File: src/rtl/bus_connect_pkg.sv
// -----------------------------------------------------------------------------
// bus_connect_pkg
// Shared definitions for the bus-connect block: FSM state encoding, the
// default DM wait-state timeout and the timeout-counter width helper.
// -----------------------------------------------------------------------------
package bus_connect_pkg;

    typedef enum logic [1:0] {
        BC_IDLE = 2'd0,
        BC_REQ  = 2'd1,
        BC_DONE = 2'd2
    } bc_state_t;

    localparam int BC_TIMEOUT_DEFAULT = 15;

    // Wide enough to hold the value TIMEOUT itself.
    function automatic int bc_ctr_width(input int timeout);
        return $clog2(timeout + 1);
    endfunction

    localparam int BC_CTR_W_DEFAULT = $clog2(BC_TIMEOUT_DEFAULT + 1);

endpackage

File: src/rtl/bus_connect_timeout_ctr.sv
// -----------------------------------------------------------------------------
// bc_timeout_ctr
// Loadable, clearable, saturating up-counter with a terminal flag. Used by
// bus_connect to bound the number of cycles spent waiting for a DM ack.
//
// Ports:
//   clk       system clock
//   reset     asynchronous active-high reset (count -> 0)
//   clr       synchronous clear (highest priority after reset)
//   load      synchronous load of load_val
//   load_val  value loaded when load is high
//   inc       increment request (ignored once count reaches TERM)
//   term      high while the current cycle is the TERM-th counted cycle,
//             i.e. count >= TERM-1
// -----------------------------------------------------------------------------
module bc_timeout_ctr #(
    parameter int W    = 4,
    parameter int TERM = 15
) (
    input  logic         clk,
    input  logic         reset,
    input  logic         clr,
    input  logic         load,
    input  logic [W-1:0] load_val,
    input  logic         inc,
    output logic         term
);

    localparam logic [W-1:0] SAT     = W'(TERM);
    localparam logic [W-1:0] TERM_M1 = W'(TERM - 1);

    logic [W-1:0] count;

    always_ff @(posedge clk or posedge reset) begin
        if (reset) begin
            count <= '0;
        end else if (clr) begin
            count <= '0;
        end else if (load) begin
            count <= load_val;
        end else if (inc && (count != SAT)) begin
            count <= count + 1'b1;
        end
    end

    // The count holds the number of completed wait cycles, so the cycle in
    // which it equals TERM-1 is the last one allowed.
    assign term = (count >= TERM_M1);

endmodule

File: src/rtl/bus_connect.sv
// -----------------------------------------------------------------------------
// bus_connect
// Bridges the compute unit and data memory for loads, stores and immediate
// loads issued by the program sequencer. Drives bc_dt toward the crossbar,
// takes store data from crossbar X-port, and runs a req/ack handshake to DM
// with a wait-state timeout. PS is stalled while a DM transfer is pending.
//
// State table:
//   BC_IDLE | waiting for a PS request; immediates handled here
//   BC_REQ  | bc_dm_req high, waiting for dm_bc_ack or timeout
//   BC_DONE | load data on bc_dt, bc_ps_dt_vld high for this cycle
//
// Ports:
//   clk, reset                    clock, async active-high reset
//   ps_bc_dm_rd / ps_bc_dm_wr     load / store request from PS
//   ps_bc_dm_add                  transfer address
//   ps_bc_imm_en / ps_bc_imm      immediate-load request and value
//   xb_dtx                        crossbar X-port data (store data)
//   bc_dm_req/we/add/wdt          DM request, direction, address, write data
//   dm_bc_rdt / dm_bc_ack         DM read data and single-cycle acknowledge
//   bc_dt                         data to crossbar (holds last value)
//   bc_ps_dt_vld                  one-cycle pulse: bc_dt has new data
//   bc_ps_stall                   high while a DM transfer is outstanding
//   bc_ps_err                     one-cycle error pulse (conflict / timeout)
// -----------------------------------------------------------------------------
module bus_connect
    import bus_connect_pkg::*;
#(
    parameter int RF_DATASIZE   = 16,
    parameter int DM_ADDR_WIDTH = 16,
    parameter int TIMEOUT       = BC_TIMEOUT_DEFAULT
) (
    input  logic                     clk,
    input  logic                     reset,
    input  logic                     ps_bc_dm_rd,
    input  logic                     ps_bc_dm_wr,
    input  logic [DM_ADDR_WIDTH-1:0] ps_bc_dm_add,
    input  logic                     ps_bc_imm_en,
    input  logic [RF_DATASIZE-1:0]   ps_bc_imm,
    input  logic [RF_DATASIZE-1:0]   xb_dtx,
    output logic                     bc_dm_req,
    output logic                     bc_dm_we,
    output logic [DM_ADDR_WIDTH-1:0] bc_dm_add,
    output logic [RF_DATASIZE-1:0]   bc_dm_wdt,
    input  logic [RF_DATASIZE-1:0]   dm_bc_rdt,
    input  logic                     dm_bc_ack,
    output logic [RF_DATASIZE-1:0]   bc_dt,
    output logic                     bc_ps_dt_vld,
    output logic                     bc_ps_stall,
    output logic                     bc_ps_err
);

    localparam int CTR_W = bc_ctr_width(TIMEOUT);

    bc_state_t state;
    logic      in_req;
    logic      ctr_inc;
    logic      ctr_clr;
    logic      ctr_term;

    assign in_req  = (state == BC_REQ);
    // Count only unacknowledged REQ cycles; clear when the REQ phase ends.
    assign ctr_inc = in_req && !dm_bc_ack && !ctr_term;
    assign ctr_clr = in_req && (dm_bc_ack || ctr_term);

    bc_timeout_ctr #(
        .W    (CTR_W),
        .TERM (TIMEOUT)
    ) u_timeout_ctr (
        .clk      (clk),
        .reset    (reset),
        .clr      (ctr_clr),
        .load     (1'b0),
        .load_val ({CTR_W{1'b0}}),
        .inc      (ctr_inc),
        .term     (ctr_term)
    );

    assign bc_ps_stall = (state != BC_IDLE);

    always_ff @(posedge clk or posedge reset) begin
        if (reset) begin
            state        <= BC_IDLE;
            bc_dm_req    <= 1'b0;
            bc_dm_we     <= 1'b0;
            bc_dm_add    <= '0;
            bc_dm_wdt    <= '0;
            bc_dt        <= '0;
            bc_ps_dt_vld <= 1'b0;
            bc_ps_err    <= 1'b0;
        end else begin
            bc_ps_dt_vld <= 1'b0;
            bc_ps_err    <= 1'b0;
            case (state)
                BC_IDLE: begin
                    // A memory request always beats a concurrent immediate.
                    if (ps_bc_dm_rd && ps_bc_dm_wr) begin
                        bc_ps_err <= 1'b1;
                    end else if (ps_bc_dm_rd) begin
                        bc_dm_add <= ps_bc_dm_add;
                        bc_dm_we  <= 1'b0;
                        bc_dm_req <= 1'b1;
                        state     <= BC_REQ;
                    end else if (ps_bc_dm_wr) begin
                        bc_dm_add <= ps_bc_dm_add;
                        bc_dm_wdt <= xb_dtx;
                        bc_dm_we  <= 1'b1;
                        bc_dm_req <= 1'b1;
                        state     <= BC_REQ;
                    end else if (ps_bc_imm_en) begin
                        bc_dt        <= ps_bc_imm;
                        bc_ps_dt_vld <= 1'b1;
                    end
                end
                BC_REQ: begin
                    if (dm_bc_ack) begin
                        bc_dm_req <= 1'b0;
                        if (!bc_dm_we) begin
                            bc_dt        <= dm_bc_rdt;
                            bc_ps_dt_vld <= 1'b1;
                            state        <= BC_DONE;
                        end else begin
                            state <= BC_IDLE;
                        end
                    end else if (ctr_term) begin
                        bc_dm_req <= 1'b0;
                        bc_ps_err <= 1'b1;
                        state     <= BC_IDLE;
                    end
                end
                BC_DONE: begin
                    state <= BC_IDLE;
                end
                default: begin
                    state     <= BC_IDLE;
                    bc_dm_req <= 1'b0;
                end
            endcase
        end
    end

endmodule

File: config.mk
export PLATFORM = sky130hd
export DESIGN_NAME = bus_connect
export DESIGN_NICKNAME = d
export VERILOG_FILES = /design/src/rtl/bus_connect_pkg.sv /design/src/rtl/bus_connect_timeout_ctr.sv /design/src/rtl/bus_connect.sv
export SDC_FILE = /design/constraint.sdc
export NUM_CORES = 1
export LEC_CHECK = 0
export ABC_AREA = 1
export CAP_MARGIN = 15
export CORE_AREA = 4 4 74 76
export DETAILED_ROUTE_END_ITERATION = 6
export DIE_AREA = 0 0 78 80
export DONT_BUFFER_PORTS = 1
export GPL_ROUTABILITY_DRIVEN = 1
export PLACE_DENSITY = 0.72
export SYNTH_ARGS = -nofsm -noshare
export SYNTH_HDL_FRONTEND = slang
export SYNTH_SLANG_ARGS = --single-unit
File: constraint.sdc
create_clock -name clk -period 1.9 [get_ports clk]
set_clock_uncertainty 0.1 [all_clocks]
set_input_delay 0.19 -clock clk [delete_from_list [all_inputs] [get_ports clk]]
set_output_delay 0.19 -clock clk [all_outputs]
set_load 0.05 [all_outputs]
==> summary.md, run 1 <==
| Metric | Value |
|---|---|
| Outcome | `completed` |
| I/O pin cnt | `~120` |
| Fin Setup TNS | `0 ps` |
| Critical Path Slowest Stage Cell | `dlygate4sd3_1` |
| CP endpoint kind | `register` |
| Number of flops mapped to enable cells by yosys | `0` |
| Pre-antenna DRT Iters | `4` |
| Hold slack | `4.96 ps` |
| Grt ovf | `0` |
| Final Hold Viols | `0` |
| Static Leakage | `2.00 nW` |
| Combinational share of power | `around 28%` |
| CTS Buf Count | `9` |
| Seq. cell area | `between 1000 and 1500 um^2` |
| Arrival time at the worst endpoint | `1990 ps` |
| Fraction of registers with async set/reset | `100%` |
| Max-cap violation count | `0` |
| # diodes | `0` |
| Multi-input logic area | `1090 um^2` |
| Post-detailed-route DRC marker count | `0` |
| Critical path type | `register to register` |
| Post-synthesis sequential area ratio | `52.8%` |
| Synth area leader | `dfrtp_1` |
| CTS sink cnt | `58` |
| Critical Path Source Type | `register` |
| Top cells by area in the synthesized netlist | `dfrtp_1, nand2_1, nand3_1` |
| Worst r2r dst | `bc_dt[8]$_DFFE_PP0P_` |
| Placed insts | `slightly below 400` |
| Hold EP | `bc_dt[0]$_DFFE_PP0P_` |
| Fin crit share | `97.4%` |
| Starting DRT DRC Count | `between 100 and 150` |
| Most frequent CP cell | `nand2_1` |
| Syn Area/Cell | `between 8 and 9 um^2` |
| Post-Route WL | `7450 um` |
| Port Buf Inserts | `0` |
| Design internal power | `0.00330 W` |
| Relative slew slack | `63.4%` |
| Fmax | `around 540 MHz` |
| Fill cells | `288` |
| Mapped Cells | `331` |
| Crit path cell chain | `inv_4 -> nand2_8 -> buf_4 -> nand2_1 -> nand2_1 -> dlygate4sd3_1 -> nand2_1 -> nand2_1` |
| Post-route cell area | `3740 um^2` |
| Clock Path Buffers | `2` |
| Shortest period the worst path allows | `1850 ps` |
| Switch Pwr | `0.00386 W` |
| Initial antenna violation count | `0` |
| Worst Tran Pin Value | `547 ps` |
| WL/cell | `around 16 um` |
| Distinct cell type count of the synthesized netlist | `23` |
| Clock Pin Slew Worst Setup and Hold Paths | `70 ps` |
| Net Sw Frac | `54.0%` |
| Largest net degree at the start of global routing | `59` |
| Post-DP HPWL | `~4400 um` |
| Synth warn | `0` |
| Post-Layout Cell Count | `477` |
| Dominant synthesized flop cell | `dfrtp_1` |
| Largest fanout on the critical path | `12` |
| Final setup viols | `0` |
| Worst EP required | `2040 ps` |
| Placed Area | `2810 um^2` |
| H-tree Lvls | `3` |
| Crit path largest cell delay | `590 ps` |
| Worst min path class | `input pin to register` |
| Top cell type's share of synthesized area | `52.8%` |
| Post-Syn Area | `2750 um^2` |
| Seq cells post-synth | `58` |
| Hold path cells | `4` |
| Syn_nets | `405` |
| Vias in the first global route | `approximately 2500` |
| Die W | `about 80 um` |
| Core Region | `4720 um^2` |
| Fraction of layout cells with a size suffix above 1 | `12.2%` |
| Final net count | `479` |
| First-pass GRT wire length | `11900 um` |
| DR vias/cell | `5.21` |
| Std-Cell Rows | `25` |
| R2r setup slk | `approximately 50 ps` |
| Most frequent cells after synthesis | `nand2_1, dfrtp_1, nand3_1, inv_1, o21ai_0` |
| Clk pwr share | `between 10% and 20%` |
| Vias | `about 2500` |
| Reg-to-Reg Start | `state[1]$_DFFE_PP0P_` |
| Layout area overhead | `35.8%` |
| Worst IR drop on VDD | `1.32 mV` |
| Clk root buf | `clkbuf_8` |
| Clock latency on the worst-skew pair | `340 ps` |
| Die area | `6240 um^2` |
| Final slew viol count | `0` |
| Gp weighted congestion | `0.762` |
| Tot GR Track Use | `25.0%` |
| PD cells | `1920 nW/um^2` |
| ANT nets after route | `0` |
| Initial Utilization | `about three fifths` |
| Worst R2R Path Depth | `8` |
| Hold Crit Start | `ps_bc_imm[0]` |
| Most frequent cell after synthesis | `nand2_1` |
| Die Span Y | `80 um` |
| Flop pwr share | `55.5%` |
| CTS tree | `built` |
| Total power | `0.00716 W` |
## kinds of logic after synthesis
group,count (synthesis),share of synthesized area [%]
compound gates,19,3.55
xor+xnor,1,0.318
fa+ha+maj,4,1.82
buf+inv,46,7.78
flops,58,52.8
simple gates,203,33.8
## worst max path at each step
stage                               from                  endpoint  slack (ps)  depth (start not counted)
floorplan                          reset  bc_dm_add[0]$_DFFE_PP0P_         180                          1
global placement    state[0]$_DFFE_PP0P_      bc_dm_we$_DFFE_PP0P_         370                          4
detailed placement  state[0]$_DFFE_PP0P_      bc_dm_we$_DFFE_PP0P_         290                          3
CTS                 state[1]$_DFFE_PP0P_      bc_dt[5]$_DFFE_PP0P_          40                          8
global route        state[1]$_DFFE_PP0P_      bc_dt[6]$_DFFE_PP0P_          -6                          8
finish              state[1]$_DFFE_PP0P_      bc_dt[8]$_DFFE_PP0P_          50                          8
## through the flow
stage               util [%]  worst slack, ps
floorplan                  -              182
global placement        59.4              366
detailed placement      59.4              287
CTS                     78.0             39.1
global route            79.1            -5.50
finish                  79.1             50.0
## power by group through the flow
stage,Sequential (W),Combinational (W),Clock [W]
final,0.00397,0.00199,0.00120
after global routing,0.00403,0.00225,0.00128
after CTS,0.00396,0.00184,0.00122
after detailed placement,0.00398,0.00156,0
after global placement,0.00397,0.00150,0
after floorplan,0.00388,0.00129,0
## placed cells by master, fill, tap and decap left out, types with 2 or more instances in the layout
cell type        n
buf_4            9
clkbuf_8        12
clkinv_2         2
dfrtp_1         56
dfrtp_2          2
dlygate4sd3_1   65
ha_1             4
inv_1           30
nand2_1        139
nand2_2          9
nand2_8          3
nand3_1         43
nand4_1          2
nor2_2           3
nor2_4           2
o21ai_0         16
o21ai_1          2
## worst max-delay path, delay by kind of cell, from the launching register on
| family | cells | cell delay, ps |
|---|---|---|
| buffers and inverters | 3 | 860 |
| AND/OR/NAND/NOR | 5 | 350 |
| flip-flops | 1 | 440 |
## layout make-up
type | instances | area share [%]
multi-input cells | 227 | 29.3
clock buffers | 12 | 4.42
well taps | 67 | 2.24
repair buffers | 76 | 20.1
flip-flops and latches | 58 | 38.9
clock inverters | 4 | 1.31
inverters | 33 | 3.72
## repair_timing
item / 4_1_cts / 5_1_grt
gates resized for setup: 0 / 7
setup endpoints to repair: 0 / 15
endpoints found under the hold margin: 108 / 0
hold buffers: 66 / 0
buffers inserted: 0 / 4
## state kept, by name, indices dropped and copies added (netlist names)
register             count
bc_dm_add               16
bc_dm_wdt               16
bc_dt                   16
u_timeout_ctr.count      4
state                    2
bc_dm_req                1
bc_dm_we                 1
bc_ps_dt_vld             1
bc_ps_err                1
## metal layers
| metal | global-route usage, % | share of wire, % |
|---|---|---|
| met1 | 25.3 | 36 |
| met2 | 45.0 | 53 |
| met4 | 11.7 | 2.9 |
| met3 | 9.59 | 8.6 |
| met5 | 0 | 0 |
Power figures use the tool's default switching activity.
==> run 2, diff against run 1 <==
--- a/config.mk
+++ b/config.mk
@@ -12,7 +12,7 @@
 export DIE_AREA = 0 0 78 80
 export DONT_BUFFER_PORTS = 1
 export GPL_ROUTABILITY_DRIVEN = 1
-export PLACE_DENSITY = 0.72
+export PLACE_DENSITY = 0.69
 export SYNTH_ARGS = -nofsm -noshare
 export SYNTH_HDL_FRONTEND = slang
 export SYNTH_SLANG_ARGS = --single-unit
==> run 2 against run 1 <==
Compared with the run above: register-to-register slack improved by 40 ps; worst hold slack improved by 130 ps; die area unchanged; total power decreased by 1.4%; cell area decreased by 0.90%; highest routed layer unchanged; wire length decreased by 3.1%; combinational power decreased by 3%; largest power group unchanged; largest cell class unchanged; sequential cell count unchanged.
==> summary.md, run 2 (same netlist as run 1, synthesis figures left out) <==
| Metric | Value |
|---|---|
| Most frequent CP cell | `nand2_1` |
| Crit path largest cell delay | `560 ps` |
| Crit path cell chain | `inv_2 -> nand2_8 -> inv_8 -> nand2_1 -> nand2_1 -> dlygate4sd3_1 -> nand2_1 -> nand2_1` |
| Post-DP HPWL | `4340 um` |
| Max-cap violation count | `0` |
| Critical path type | `register to register` |
| Fill cells | `297` |
| Final net count | `about 480` |
| Std-Cell Rows | `25` |
| Most frequent cells in the layout | `nand2_1, dlygate4sd3_1, dfrtp_1` |
| Critical Path Slowest Stage Cell | `dlygate4sd3_1` |
| Most common library cell in the layout ignoring fill and taps | `nand2_1` |
| Worst EP required | `2060 ps` |
| Final Hold Viols | `0` |
| Post-route cell area | `3700 um^2` |
| CTS Buf Count | `9` |
| Post-Route WL | `7210 um` |
| Initial antenna violation count | `0` |
| Largest fanout on the critical path | `18` |
| Post-detailed-route DRC marker count | `0` |
| Clk root buf | `clkbuf_8` |
| Shortest period the worst path allows | `1810 ps` |
| Arrival time at the worst endpoint | `1970 ps` |
| Gp weighted congestion | `0.769` |
| Critical Path Source Type | `register` |
| Met1 track utilization from global routing | `between 20% and 30%` |
| Worst IR drop on VDD | `~1.2 mV` |
| Initial Utilization | `58.3%` |
| Fin crit share | `95.4%` |
| # diodes | `0` |
| CP bufs+invs | `3` |
| Regs by FF count | `bc_dm_add: 16 flops, bc_dm_wdt: 16 flops, bc_dt: 16 flops` |
| Busiest layer in global routing | `met2` |
| Vias | `2406` |
| Core Region | `4720 um^2` |
| First-pass GRT wire length | `about 12000 um` |
| Largest net degree at the start of global routing | `59` |
| DR vias/cell | `between 5 and 6` |
| Outcome | `completed` |
| Placed Area | `2810 um^2` |
| Port Buf Inserts | `0` |
| ANT nets after route | `0` |
| PD cells | `1910 nW/um^2` |
| Tot GR Track Use | `24.7%` |
| Post-Layout Cell Count | `473` |
| H-tree Lvls | `3` |
| Placed insts | `a little under 400` |
| Grt ovf | `0` |
| Worst Tran Pin Value | `574 ps` |
| Relative slew slack | `a little over 60%` |
| Pre-antenna DRT Iters | `4` |
| Multi-input logic area | `about 1100 um^2` |
| Layout area overhead | `34.6%` |
| Clock Pin Slew Worst Setup and Hold Paths | `60 ps` |
| Die area | `roughly 6200 um^2` |
| Die Span Y | `roughly 80 um` |
| Fraction of layout cells with a size suffix above 1 | `10.6%` |
| CTS sink cnt | `58` |
| I/O pin cnt | `about 120` |
| Clock Path Buffers | `2` |
| Met2 Use GR | `between 40% and 50%` |
| Final setup viols | `0` |
| Final slew viol count | `0` |
| WL/cell | `15.3 um` |
| Fmax | `551 MHz` |
| CTS tree | `built` |
| Vias in the first global route | `~2600` |
| Routing usage on met3 | `8.47%` |
| Worst min path class | `input pin to register` |
| CP endpoint kind | `register` |
| RSZ-0062 raised after global routing | `yes` |
| Starting DRT DRC Count | `110` |
| Clock latency on the worst-skew pair | `around 320 ps` |
| CP top delay family | `buffers and inverters` |
| Die W | `78 um` |
| Static Leakage | `1.97 nW` |
| Seq. cell area | `1450 um^2` |
[run 2: cell count changes in the layout (fill, tap and decap cells not counted), sizes merged]
cell	before	now
dlygate4sd3	65	67
inv	32	33
clkinv	4	1
buf	10	6
dlymetal6s4s	1	0
clkbuf	12	13
[run 2: per-layer routing]
metal  up-vias  routed length, um
met5         -                  0
met4         0                172
met3        17                639
met2       100               3530
met1      1115               2870
li1       1174                  -
[run 2: final timing paths]
path                                                     from                                  to  slack [ps]  depth (start not counted)
min                                               ps_bc_dm_wr            bc_dm_wdt[2]$_DFFE_PP0P_         140                          2
max in group asynchronous                               reset                state[0]$_DFFE_PP0P_        1160                          3
max reg2reg                              state[1]$_DFFE_PP0P_               bc_dt[11]$_DFFE_PP0P_          90                          8
min in group asynchronous                               reset  u_timeout_ctr.count[0]$_DFFE_PP0P_         270                          3
max                                      state[1]$_DFFE_PP0P_               bc_dt[11]$_DFFE_PP0P_          90                          8
min reg2reg                u_timeout_ctr.count[3]$_DFFE_PP0P_  u_timeout_ctr.count[3]$_DFFE_PP0P_         490                          2
[run 2: area by class of cell]
type	count	area share (%)
clock buffer	13	4.56
clock inverter	2	0.946
inverter	33	3.55
multi-input combinational	227	29.8
sequential	58	39.2
tap	67	2.26
timing repair buffer	73	19.7
[run 2: power breakdown]
part	switching, W	leakage (nW)	internal, W
registers	0.00221	0.728	0.00175
logic	0.00114	1.14	0.000801
clock network	0.000459	0.106	0.000705
total	0.00380	1.97	0.00326
[run 2: per-stage QoR]
| stage | util [%] | hold WS, ps | total power [W] | setup slack (ps) | TNS (ps) |
|---|---|---|---|---|---|
| after floorplan | - | 202 | 0.00517 | 182 | 0 |
| after global placement | 59.4 | 57.2 | 0.00549 | 327 | 0 |
| after detailed placement | 59.4 | 62.3 | 0.00554 | 179 | 0 |
| after CTS | 78.0 | 166 | 0.00701 | 59.2 | 0 |
| after global routing | 78.4 | 171 | 0.00748 | -21.3 | -21.3 |
| final | 78.4 | 140 | 0.00706 | 86.6 | 0 |
[run 2: repair_timing]
item | CTS | global route
resized for setup | 0 | 4
buffers inserted | 0 | 0
endpoints found under the hold margin | 108 | 0
hold buffers | 67 | 0
endpoints found under the setup margin | 0 | 23
